[src/rtl/cargador_programa.sv]
// Boot-time program loader: packs a big-endian byte stream into 32-bit words,
// writes them into instruction memory and holds the core in reset until done.
module cargador_programa #(
    parameter int WORDS  = 64,
    parameter int ADDR_W = 8
) (
    input  logic              clk,
    input  logic              reset,
    input  logic              start,
    input  logic [6:0]        num_words,
    input  logic              byte_valid,
    input  logic [7:0]        byte_data,
    output logic              byte_ready,
    output logic              im_we,
    output logic [ADDR_W-1:0] im_addr,
    output logic [31:0]       im_wdata,
    output logic              cpu_reset,
    output logic              busy,
    output logic              done,
    output logic              error
);

    localparam int IDX_W = (WORDS > 1) ? $clog2(WORDS) : 1;

    typedef enum logic [2:0] {
        S_IDLE  = 3'd0,
        S_RECV  = 3'd1,
        S_WRITE = 3'd2,
        S_DONE  = 3'd3,
        S_ERR   = 3'd4
    } state_t;

    state_t           state_q, state_d;
    logic [1:0]       byte_cnt_q, byte_cnt_d;
    logic [IDX_W-1:0] word_idx_q, word_idx_d;
    logic [6:0]       nwords_q, nwords_d;
    logic [31:0]      word_q, word_d;

    logic             start_legal;
    logic             last_word;
    logic             byte_hs;
    logic [ADDR_W-1:0] word_addr;

    // A word count of zero or beyond memory capacity cannot be loaded.
    assign start_legal = (num_words != 7'd0) && (int'(num_words) <= WORDS);

    // Final word of the load is the one at index num_words-1.
    assign last_word = (7'(word_idx_q) == (nwords_q - 7'd1));

    assign byte_hs   = byte_valid && (state_q == S_RECV);

    // Word index scaled to a word-aligned byte address.
    assign word_addr = ADDR_W'({word_idx_q, 2'b00});

    // State and datapath registers; reset discards any partial word.
    always_ff @(posedge clk or negedge reset) begin
        if (!reset) begin
            state_q    <= S_IDLE;
            byte_cnt_q <= 2'd0;
            word_idx_q <= '0;
            nwords_q   <= 7'd0;
            word_q     <= 32'd0;
        end else begin
            state_q    <= state_d;
            byte_cnt_q <= byte_cnt_d;
            word_idx_q <= word_idx_d;
            nwords_q   <= nwords_d;
            word_q     <= word_d;
        end
    end

    // Next-state logic: start handling, byte packing and word sequencing.
    always_comb begin
        state_d    = state_q;
        byte_cnt_d = byte_cnt_q;
        word_idx_d = word_idx_q;
        nwords_d   = nwords_q;
        word_d     = word_q;
        unique case (state_q)
            S_IDLE, S_DONE, S_ERR: begin
                if (start) begin
                    if (start_legal) begin
                        nwords_d   = num_words;
                        byte_cnt_d = 2'd0;
                        word_idx_d = '0;
                        state_d    = S_RECV;
                    end else begin
                        state_d    = S_ERR;
                    end
                end
            end
            S_RECV: begin
                if (byte_hs) begin
                    word_d     = {word_q[23:0], byte_data};
                    byte_cnt_d = byte_cnt_q + 2'd1;
                    if (byte_cnt_q == 2'd3) begin
                        state_d = S_WRITE;
                    end
                end
            end
            S_WRITE: begin
                if (last_word) begin
                    state_d    = S_DONE;
                end else begin
                    word_idx_d = word_idx_q + 1'b1;
                    state_d    = S_RECV;
                end
            end
            default: begin
                state_d = S_IDLE;
            end
        endcase
    end

    // Outputs decode purely from registered state and datapath.
    always_comb begin
        byte_ready = 1'b0;
        im_we      = 1'b0;
        im_addr    = '0;
        im_wdata   = 32'd0;
        busy       = 1'b0;
        done       = 1'b0;
        error      = 1'b0;
        cpu_reset  = 1'b1;
        unique case (state_q)
            S_RECV: begin
                byte_ready = 1'b1;
                busy       = 1'b1;
            end
            S_WRITE: begin
                im_we      = 1'b1;
                im_addr    = word_addr;
                im_wdata   = word_q;
                busy       = 1'b1;
            end
            S_DONE: begin
                done       = 1'b1;
                cpu_reset  = 1'b0;
            end
            S_ERR: begin
                error      = 1'b1;
            end
            default: begin
                byte_ready = 1'b0;
            end
        endcase
    end

endmodule
[config.mk]
export PLATFORM = sky130hd
export DESIGN_NAME = cargador_programa
export DESIGN_NICKNAME = d
export VERILOG_FILES = /design/src/rtl/cargador_programa.sv
export SDC_FILE = /design/constraint.sdc
export NUM_CORES = 1
export LEC_CHECK = 0
export CAP_MARGIN = 30
export CELL_PAD_IN_SITES_DETAIL_PLACEMENT = 0
export CELL_PAD_IN_SITES_GLOBAL_PLACEMENT = 1
export CORE_MARGIN = 1
export CORE_UTILIZATION = 30
export DETAILED_ROUTE_END_ITERATION = 10
export DONT_BUFFER_PORTS = 1
export PLACE_DENSITY = 0.58
export SYNTH_ARGS = -nofsm -noshare
export SYNTH_HDL_FRONTEND = slang
export SYNTH_SLANG_ARGS = --single-unit
[constraint.sdc]
create_clock -name clk -period 2.15 [get_ports clk]
set_input_delay 0.215 -clock clk [delete_from_list [all_inputs] [get_ports clk]]
set_output_delay 0.215 -clock clk [all_outputs]
set_load 0.05 [all_outputs]
-- Yosys cells after proc, flatten, opt, wreduce, memory -nomap -nowiden
Cells that the tools add are included.
- mux-type cells: 22
- eq/ne operators: 11
- reduce and logical (&&, ||, !) cells: 13
- bitwise operators: 0
- div/mod/pow operators: 0
- multipliers: 0
- magnitude comparators: 1
- add/sub/neg operators: 3
- shifts and indexed selects: 0
- operator list (cell ; count):
    $mux 32 ; 1
    $mux 6 ; 3
    $mux 3 ; 4
    $pmux 6 s2 ; 1
    $pmux 3 s3 ; 1
    $mux 2 ; 4
    $mux 8 ; 1
    $ne 2x2->1 const B ; 4
    $reduce_and 4->1 ; 2
    $eq 6x7->1 ; 1
    $le 7x7->1 const B ; 1
    $reduce_bool 7->1 ; 1
    $sub 7x1->7 const B ; 1
    $add 6x1->6 const B ; 1
    $eq 3x2->1 const B ; 2
    $mux 1 ; 6
    $reduce_and 3->1 ; 2
    $pmux 2 s2 ; 1
    $reduce_bool 2->1 ; 2
    $eq 3x1->1 const B ; 1
    $eq 3x3->1 const B ; 1
    $logic_not 3->1 ; 1
    $reduce_or 3->1 ; 1
    $add 2x1->2 const B ; 1
    other kinds (5) ; 6
- bits in read-only memories: 0
- memories kept: 0
- bits in registers: 50
- bits in latches: 0
- word-level logic and storage cells: 55
- RAM bits: 0

-- Logic depth before layout (Yosys ltp)
Gate-level depths: netlist (run 1).
- depth after elaboration: 5
- gate-level depth with buffers: 9
- depth with buffers taken out: 7

-- Worst setup path after synthesis (run 1)
Ideal clock, no wire load.
- path type: register to register
- from: register state_q[1]
- to: register word_idx_q[3]
- setup time: 0.124 ns
- required time: 2.026 ns
- cell stages (with the launch flop): 10
- arrival time: 2.494 ns
- buffers on the path: 2
- slack: -0.468 ns
- period minus slack after synthesis: 2.618 ns
- cells stage by stage: dfrtp_1 > buf_2 > nor2b_1 > nand2_1 > inv_1 > o21ai_0 > or3_1 > buf_6 > and3_1 > a211o_1
- cells in the longest elaborated chain, start to end: 4
- elaborated cells on any way between the ends: 11
- classes of those cells: eq/ne (6); mux (1); reduce/logical (4)
- RTL lines (element ; RTL line ; source):
    from (decl) ; 33 ; state_t state_q, state_d;
    from (signal assigned) ; 64 ; state_q <= state_d;
    $eq 3x2->1, or another cell as far along ; 79 ; unique case (state_q)
    $reduce_or 3->1 ; 79 ;
    $ne 2x2->1 (no source line) or $reduce_bool 2->1 (tied branches) ; n/a ;
    $reduce_and 4->1 (no source line) ; n/a ;
    to (signal assigned) ; 66 ; word_idx_q <= word_idx_d;
    to (decl) ; 35 ; logic [IDX_W-1:0] word_idx_q, word_idx_d;
Parallel ways exist; a longest one is shown, timed or not.
A chain may end at the register's enable or synchronous reset.

-- Worst setup path after layout (run 1)
- from: register nwords_q[0]
- to: register word_idx_q[4]
- cells in the longest elaborated chain, start to end: 4
- RTL lines (element ; RTL line ; source):
    from (decl) ; 36 ; logic [6:0] nwords_q, nwords_d;
    from (signal assigned) ; 67 ; nwords_q <= nwords_d;
    $sub 7x1->7 ; 48 ; assign last_word = (7'(word_idx_q) == (nwords_q - 7'd1));
    $eq 6x7->1 ; 48 ;
    $ne 2x2->1 (no source line) ; n/a ;
    $reduce_and 4->1 (no source line) ; n/a ;
Every way passes these cells.

==> results of run 1 <==
## power by group through the flow
stage / registers, mW / clock network, mW / logic (mW)
5_1_grt: 1.76 / 0.757 / 3.48
3_3_place_gp: 1.68 / 0 / 3.04
3_5_place_dp: 1.70 / 0 / 3.08
4_1_cts: 1.67 / 0.717 / 3.14
2_1_floorplan: 1.63 / 0 / 1.97
6_report: 1.68 / 0.690 / 3.25
## sequential cells by signal, indices dropped and copies added (netlist names)
signal and count:
byte_cnt_q 2, nwords_q 7, state_q 3, word_idx_q 6, word_q 32
## logic make-up after synthesis
group                    Yosys count  share of synthesized area [%]
XOR/XNOR                           5                          1.624
AO/OA/AOI/OAI                     38                          10.44
adder cells (fa/ha/maj)            3                          1.392
multiplexers                      35                          14.52
AND/OR/NAND/NOR                  106                          21.81
flip-flops                        50                          46.40
buffers and inverters             21                          3.666
other                              1                         0.1391
## critical path, stage by stage (launching register included)
cell and delay, ns:
dfrtp_1 0.36, inv_1 0.06, ha_2 0.21, o21bai_1 0.16, a211o_1 0.33, a31oi_4 0.22
o211ai_1 0.24, a221o_1 0.38
## per-stage QoR
| step | TNS [ns] | instance area (sq um) |
|---|---|---|
| global placement | 0 | 3719 |
| CTS | 0 | 3885 |
| global route | -0.01151 | 3956 |
| finish | 0 | 3956 |
| floorplan | -0.1191 | 2720 |
| detailed placement | -0.01643 | 3719 |
## routing by layer
metal | up-vias | wire length, um | share of wire [%]
met4 | 0 | 74 | 1.2
met3 | 6 | 305 | 4.9
met1 | 1019 | 2721 | 44
met2 | 38 | 3105 | 50
met5 | - | 0 | 0
li1 | 1028 | - | -
## Yosys cell counts (all sizes together) (2+ instances only)
cell type,n
a21oi,2
o21ai,9
o2111ai,2
and2,39
xnor2,3
a211o,2
ha,3
o21a,2
clkbuf,6
dfrtp,50
or3,3
inv,8
mux2i,2
nor2b,3
o211ai,5
and3,3
nand3,5
xor2,2
nand2,20
nor3,7
buf,7
a31oi,3
mux2,33
nand4,3
nand2b,3
nor2,12
or2,3
o41ai,3
## worst paths after layout
| check | startpoint | endpoint | cells past startpoint |
|---|---|---|---|
| worst max-delay path | nwords_q[0] | word_idx_q[4] | 7 |
| worst min-delay path | num_words[3] | nwords_q[3] | 2 |
| worst max register to register | nwords_q[0] | word_idx_q[4] | 7 |
| worst min register to register | word_q[27] | word_q[27] | 1 |
| max in group asynchronous | reset | word_q[9] | 2 |
| min in group asynchronous | reset | word_q[13] | 2 |
## layout make-up
| cell class | count | area share, % |
|---|---|---|
| clock buffer | 5 | 1.739 |
| tap | 108 | 3.416 |
| clock inverter | 3 | 1.202 |
| multi-input combinational | 189 | 36.31 |
| sequential | 50 | 31.63 |
| inverter | 8 | 0.8539 |
| timing repair buffer | 63 | 24.86 |
## what timing repair did
item,in CTS,in global routing
pin swaps,1,2
gates resized for setup,3,12
hold endpoints to repair,50,0
endpoints found under the setup margin,33,39
hold buffers,2,0
==> metrics, run 1 <==
layout cells sized above 1 a little under two fifths; clock transition at the registers of the reported paths about 0.1 ns; Min Clock Period, post-route ~2.1 ns; placed insts roughly 420; Clk Latency, worst-skew pair 0.31 ns; Final Hold Fails 0; Final HPWL DP 4406 um; grt met1 use around 18%; Sink Count 50; library cells used by synthesis 48; post-route insts no fill about 430; Primary FF master, synth dfrtp_1; Post-Place Setup Slack -0.01643 ns; share of power burned in registers around 30%; Vias about 2100; CP required roughly 2.4 ns; post-CTS setup buffer count 0; worst-path maximum fanout 6; largest cells by area after synthesis dfrtp_1, mux2_2, and2_1; P_int between 3 and 4 mW; measured slew at the worst slew-check pin 0.5314 ns; initial antenna violation count 0; area of the core slightly below 9000 sq um; synthesized instance count around 260; Slew headroom 64.49%; leading cell type in the layout, fill and taps excluded dfrtp_1; H-tree depth 2; Pre-antenna DRT Iters 4; fin nets around 340; worst min path class input pin to flip-flop; WHS a little over 0.009 ns; period utilization between 90% and 100%; num rows 34; Fmax between 0.4 and 0.5 GHz; P_leak about 1.7 nW; Synth async-reset ratio 100.0%; Antenna diodes 0; CP Launch Type flip-flop; Filler cells roughly 800; R2R Setup Slk between 0.08 and 0.09 ns; critical path endpoint category flip-flop; ANT nets after route 0; power per cell area around 1400 nW/um^2; DRT Wirelength 6206 um; Initial DRC Count 73; Avg Synthesized Cell Area 10.41 sq um; vias in the first global route ~2100; Synth Cell Area ~2700 sq um; global-route wire length before repair 10560 um; WL per Instance 14.57 um; Total GRT Usage 13.91%; final-report setup violation count 0; Top Ports 65; largest net degree at the start of global routing slightly above 50; Initial Utilization a little under a third; Die X between 90 and 100 um; CP Class flip-flop to flip-flop; most frequent cells in the layout dfrtp_1, and2_1, buf_12; clk root buf clkbuf_8; crit path DAT approximately 2.3 ns; Net Sw Power between 2 and 2.5 mW; Yosys top cell area share 46.40%; Power Total roughly 5.6 mW; sequential standard cell area around 1300 sq um; Seq/Total Area, Yosys between 40% and 50%; YS warnings 0; Max Root-Sink Buffers 2; Final Util between 40% and 50%; Setup Skew roughly 0.015 ns; Sw Share a little over two fifths; EDFF count, synth 0; met3 Usage GRT between 3 and 4%; area leader, netlist dfrtp_1; M2 GR Usage roughly 23%; global routing's busiest layer met2; Vias/cell 4.908; remaining global-route overflow 0; PnR worst setup slack between 0.08 and 0.09 ns; status complete, no violations; area of the multi-input gates 1436 sq um; die area around 9400 sq um; DRC 0; FF+latch count, synth 50; I/O Buffers 0; die height 96.81 um; CTS tree built; part of the power in the clock network 12.3%; combinational share of power slightly below 60%; gpl congestion roughly 0.8; worst vdd ir ~0.51 mV; P&R area growth vs syn 46.73%; CTS Buf Count 5; max-cap violations 0; fin. max-slew vios 0
No activity file was read; power rests on OpenSTA's default activity.
==> run 2, diff against run 1 <==
CORE_ASPECT_RATIO = 1.5   (was not set)
==> run 2 against run 1 <==
Die area is essentially flat. Wire length grew 6.7%. Worst hold slack gained 0.032 ns. First-iteration DRC count shrank 33%. Clock skew shrank 0.0095 ns. Register-to-register slack gained 0.04 ns. Final cell count grew 0.23%. Clock-buffer cell count grew 1. Critical path type unchanged. Highest routed layer unchanged.
==> metrics, run 2 (same netlist as run 1, synthesis figures left out) <==
worst min path class input pin to flip-flop; global-route wire length before repair 11170 um (+5.8%); WL per Instance 15.51 um (+6.5%); initial antenna violation count 0 (unchanged); placed insts 417 (+0.24%); top flop regs word_q: 32 flops, nwords_q: 7 flops, word_idx_q: 6 flops; area of the core 8776 sq um (+0.63%); clock transition at the registers of the reported paths 0.06 ns (-0.04 ns); period utilization 93.98% (-2.1 points); Largest Register word_q; CP Class flip-flop to flip-flop; P&R area growth vs syn 47.80%; max reg flops 32 (unchanged); critical path endpoint category flip-flop; Slew headroom 65.78% (+1.3 points); most frequent cells in the layout dfrtp_1, and2_1, buf_12; DRC 0 (unchanged); Vias/cell 5.021 (+2.3%); Total GRT Usage 15.35% (+1.4 points); vias in the first global route 2259 (+7.2%); status complete, no violations; Final Util 45.41% (about the same); final-report setup violation count 0 (unchanged); CP required 2.37 ns (+0.02 ns); worst reg-to-reg path cell count 7 (unchanged); gpl congestion 0.8078 (+0.70%); leading cell type in the layout, fill and taps excluded dfrtp_1; Fmax 0.4949 GHz (+2.2%); measured slew at the worst slew-check pin 0.5093 ns (-0.02211 ns); Sink Count 50 (unchanged); max-cap violations 0 (unchanged); post-route insts no fill 427 (+0.23%); Clk Latency, worst-skew pair 0.28 ns (-0.03 ns); fin nets 338 (-0.29%); fin. max-slew vios 0 (unchanged); Power Total 5.740 mW (+2.0%); die area 9379 sq um (about the same); CTS tree built; worst vdd ir 0.6341 mV (+25%); Initial DRC Count 49 (-33%); layout cells sized above 1 37.54% (-0.83 points); CP Launch Type flip-flop; Final HPWL DP 4889 um (+11%); Max Root-Sink Buffers 2 (unchanged); PnR worst setup slack 0.1295 ns (+0.04434 ns); Initial Utilization 30.72% (-0.19 points); Vias 2144 (+2.5%); Post-Place Setup Slack 0.01458 ns (+0.03101 ns); hold depth 2 (unchanged); die height 118.1 um (+22%); Die X 79.41 um (-18%); power per cell area 1440 nW/um^2 (+1.3%); num rows 42 (+24%); P_leak 1.703 nW (+0.99%); post-CTS setup buffer count 0 (unchanged); Filler cells 806 (+1.0%); Final Hold Fails 0 (unchanged); ANT nets after route 0 (unchanged); fin area 3985 sq um (+0.73%); H-tree depth 2 (unchanged); Min Clock Period, post-route 2.020 ns (-0.04434 ns); Pre-antenna DRT Iters 4 (unchanged); remaining global-route overflow 0 (unchanged); clk root buf clkbuf_16; CTS Buf Count 5 (unchanged); I/O Buffers 0 (unchanged); DRT Wirelength 6622 um (+6.7%); Top Ports 65 (unchanged); worst-path maximum fanout 7 (+1); largest net degree at the start of global routing 51 (unchanged); Setup Skew 0.005345 ns (-0.009547 ns); crit path DAT 2.24 ns (-0.02 ns); dpl cell area 3731 sq um (+0.34%); Antenna diodes 0 (unchanged)
==> run 2: what timing repair did <==
item                                    4_1_cts  5_1_grt
hold buffers                                  2        0
pin swaps                                     0        5
gates resized for setup                       1       11
hold endpoints to repair                     50        0
endpoints found under the setup margin        1        7
==> run 2: path summary, 6_finish.rpt <==
check / start / end / slack, ns
max in group asynchronous: reset / state_q[0] / 1.47
max reg2reg: nwords_q[0] / word_idx_q[4] / 0.13
min reg2reg: word_q[29] / word_q[29] / 0.50
min in group asynchronous: reset / word_q[4] / 0.45
max: nwords_q[0] / word_idx_q[4] / 0.13
min: num_words[5] / nwords_q[5] / 0.04
==> run 2: routing by layer <==
| layer | vias up | part of all wire, % | GRT usage, % |
|---|---|---|---|
| met1 | 1052 | 39 | 17.66 |
| met2 | 53 | 54 | 26.56 |
| met5 | - | 0 | 0 |
| li1 | 1023 | - | - |
| met3 | 16 | 3.8 | 2.636 |
| met4 | 0 | 3.7 | 7.955 |
==> run 2: power by group <==
part,total [mW],internal [mW],switching [mW],leakage (nW)
sequential,1.70,1.38,0.318,0.615
combinational,3.28,1.58,1.71,1.02
clock,0.760,0.432,0.328,0.0708
total,5.74,3.38,2.36,1.70
==> run 2: layout make-up <==
| cell class | count | area [sq um] | area share [%] |
|---|---|---|---|
| timing repair buffer | 62 | 975.9 | 24.49 |
| inverter | 8 | 33.78 | 0.8477 |
| tap | 110 | 137.6 | 3.454 |
| sequential | 50 | 1251 | 31.40 |
| clock inverter | 2 | 13.76 | 0.3454 |
| multi-input combinational | 189 | 1444 | 36.23 |
| clock buffer | 6 | 128.9 | 3.234 |
==> run 2: worst max-delay path, stage by stage (launching register included) <==
cell,delay [ns]
dfrtp_1,0.35
inv_1,0.08
ha_4,0.18
nor2b_1,0.12
or3_4,0.39
a31o_4,0.26
o41ai_4,0.35
a221o_1,0.21
==> run 2: metrics by stage <==
step | hold WS (ns) | setup TNS, ns
detailed placement | -0.07733 | 0
finish | 0.04111 | 0
CTS | 0.03730 | 0
global placement | -0.07746 | 0
floorplan | -0.08059 | -0.1191
global route | 0.04049 | -0.02229
==> run 3, diff against run 2 <==
ABC_AREA = 0   (was not set)
CORE_ASPECT_RATIO = not set   (was 1.5)
==> results of run 3 <==
The final DEF is identical to that of run 1; final timing and power are the same.
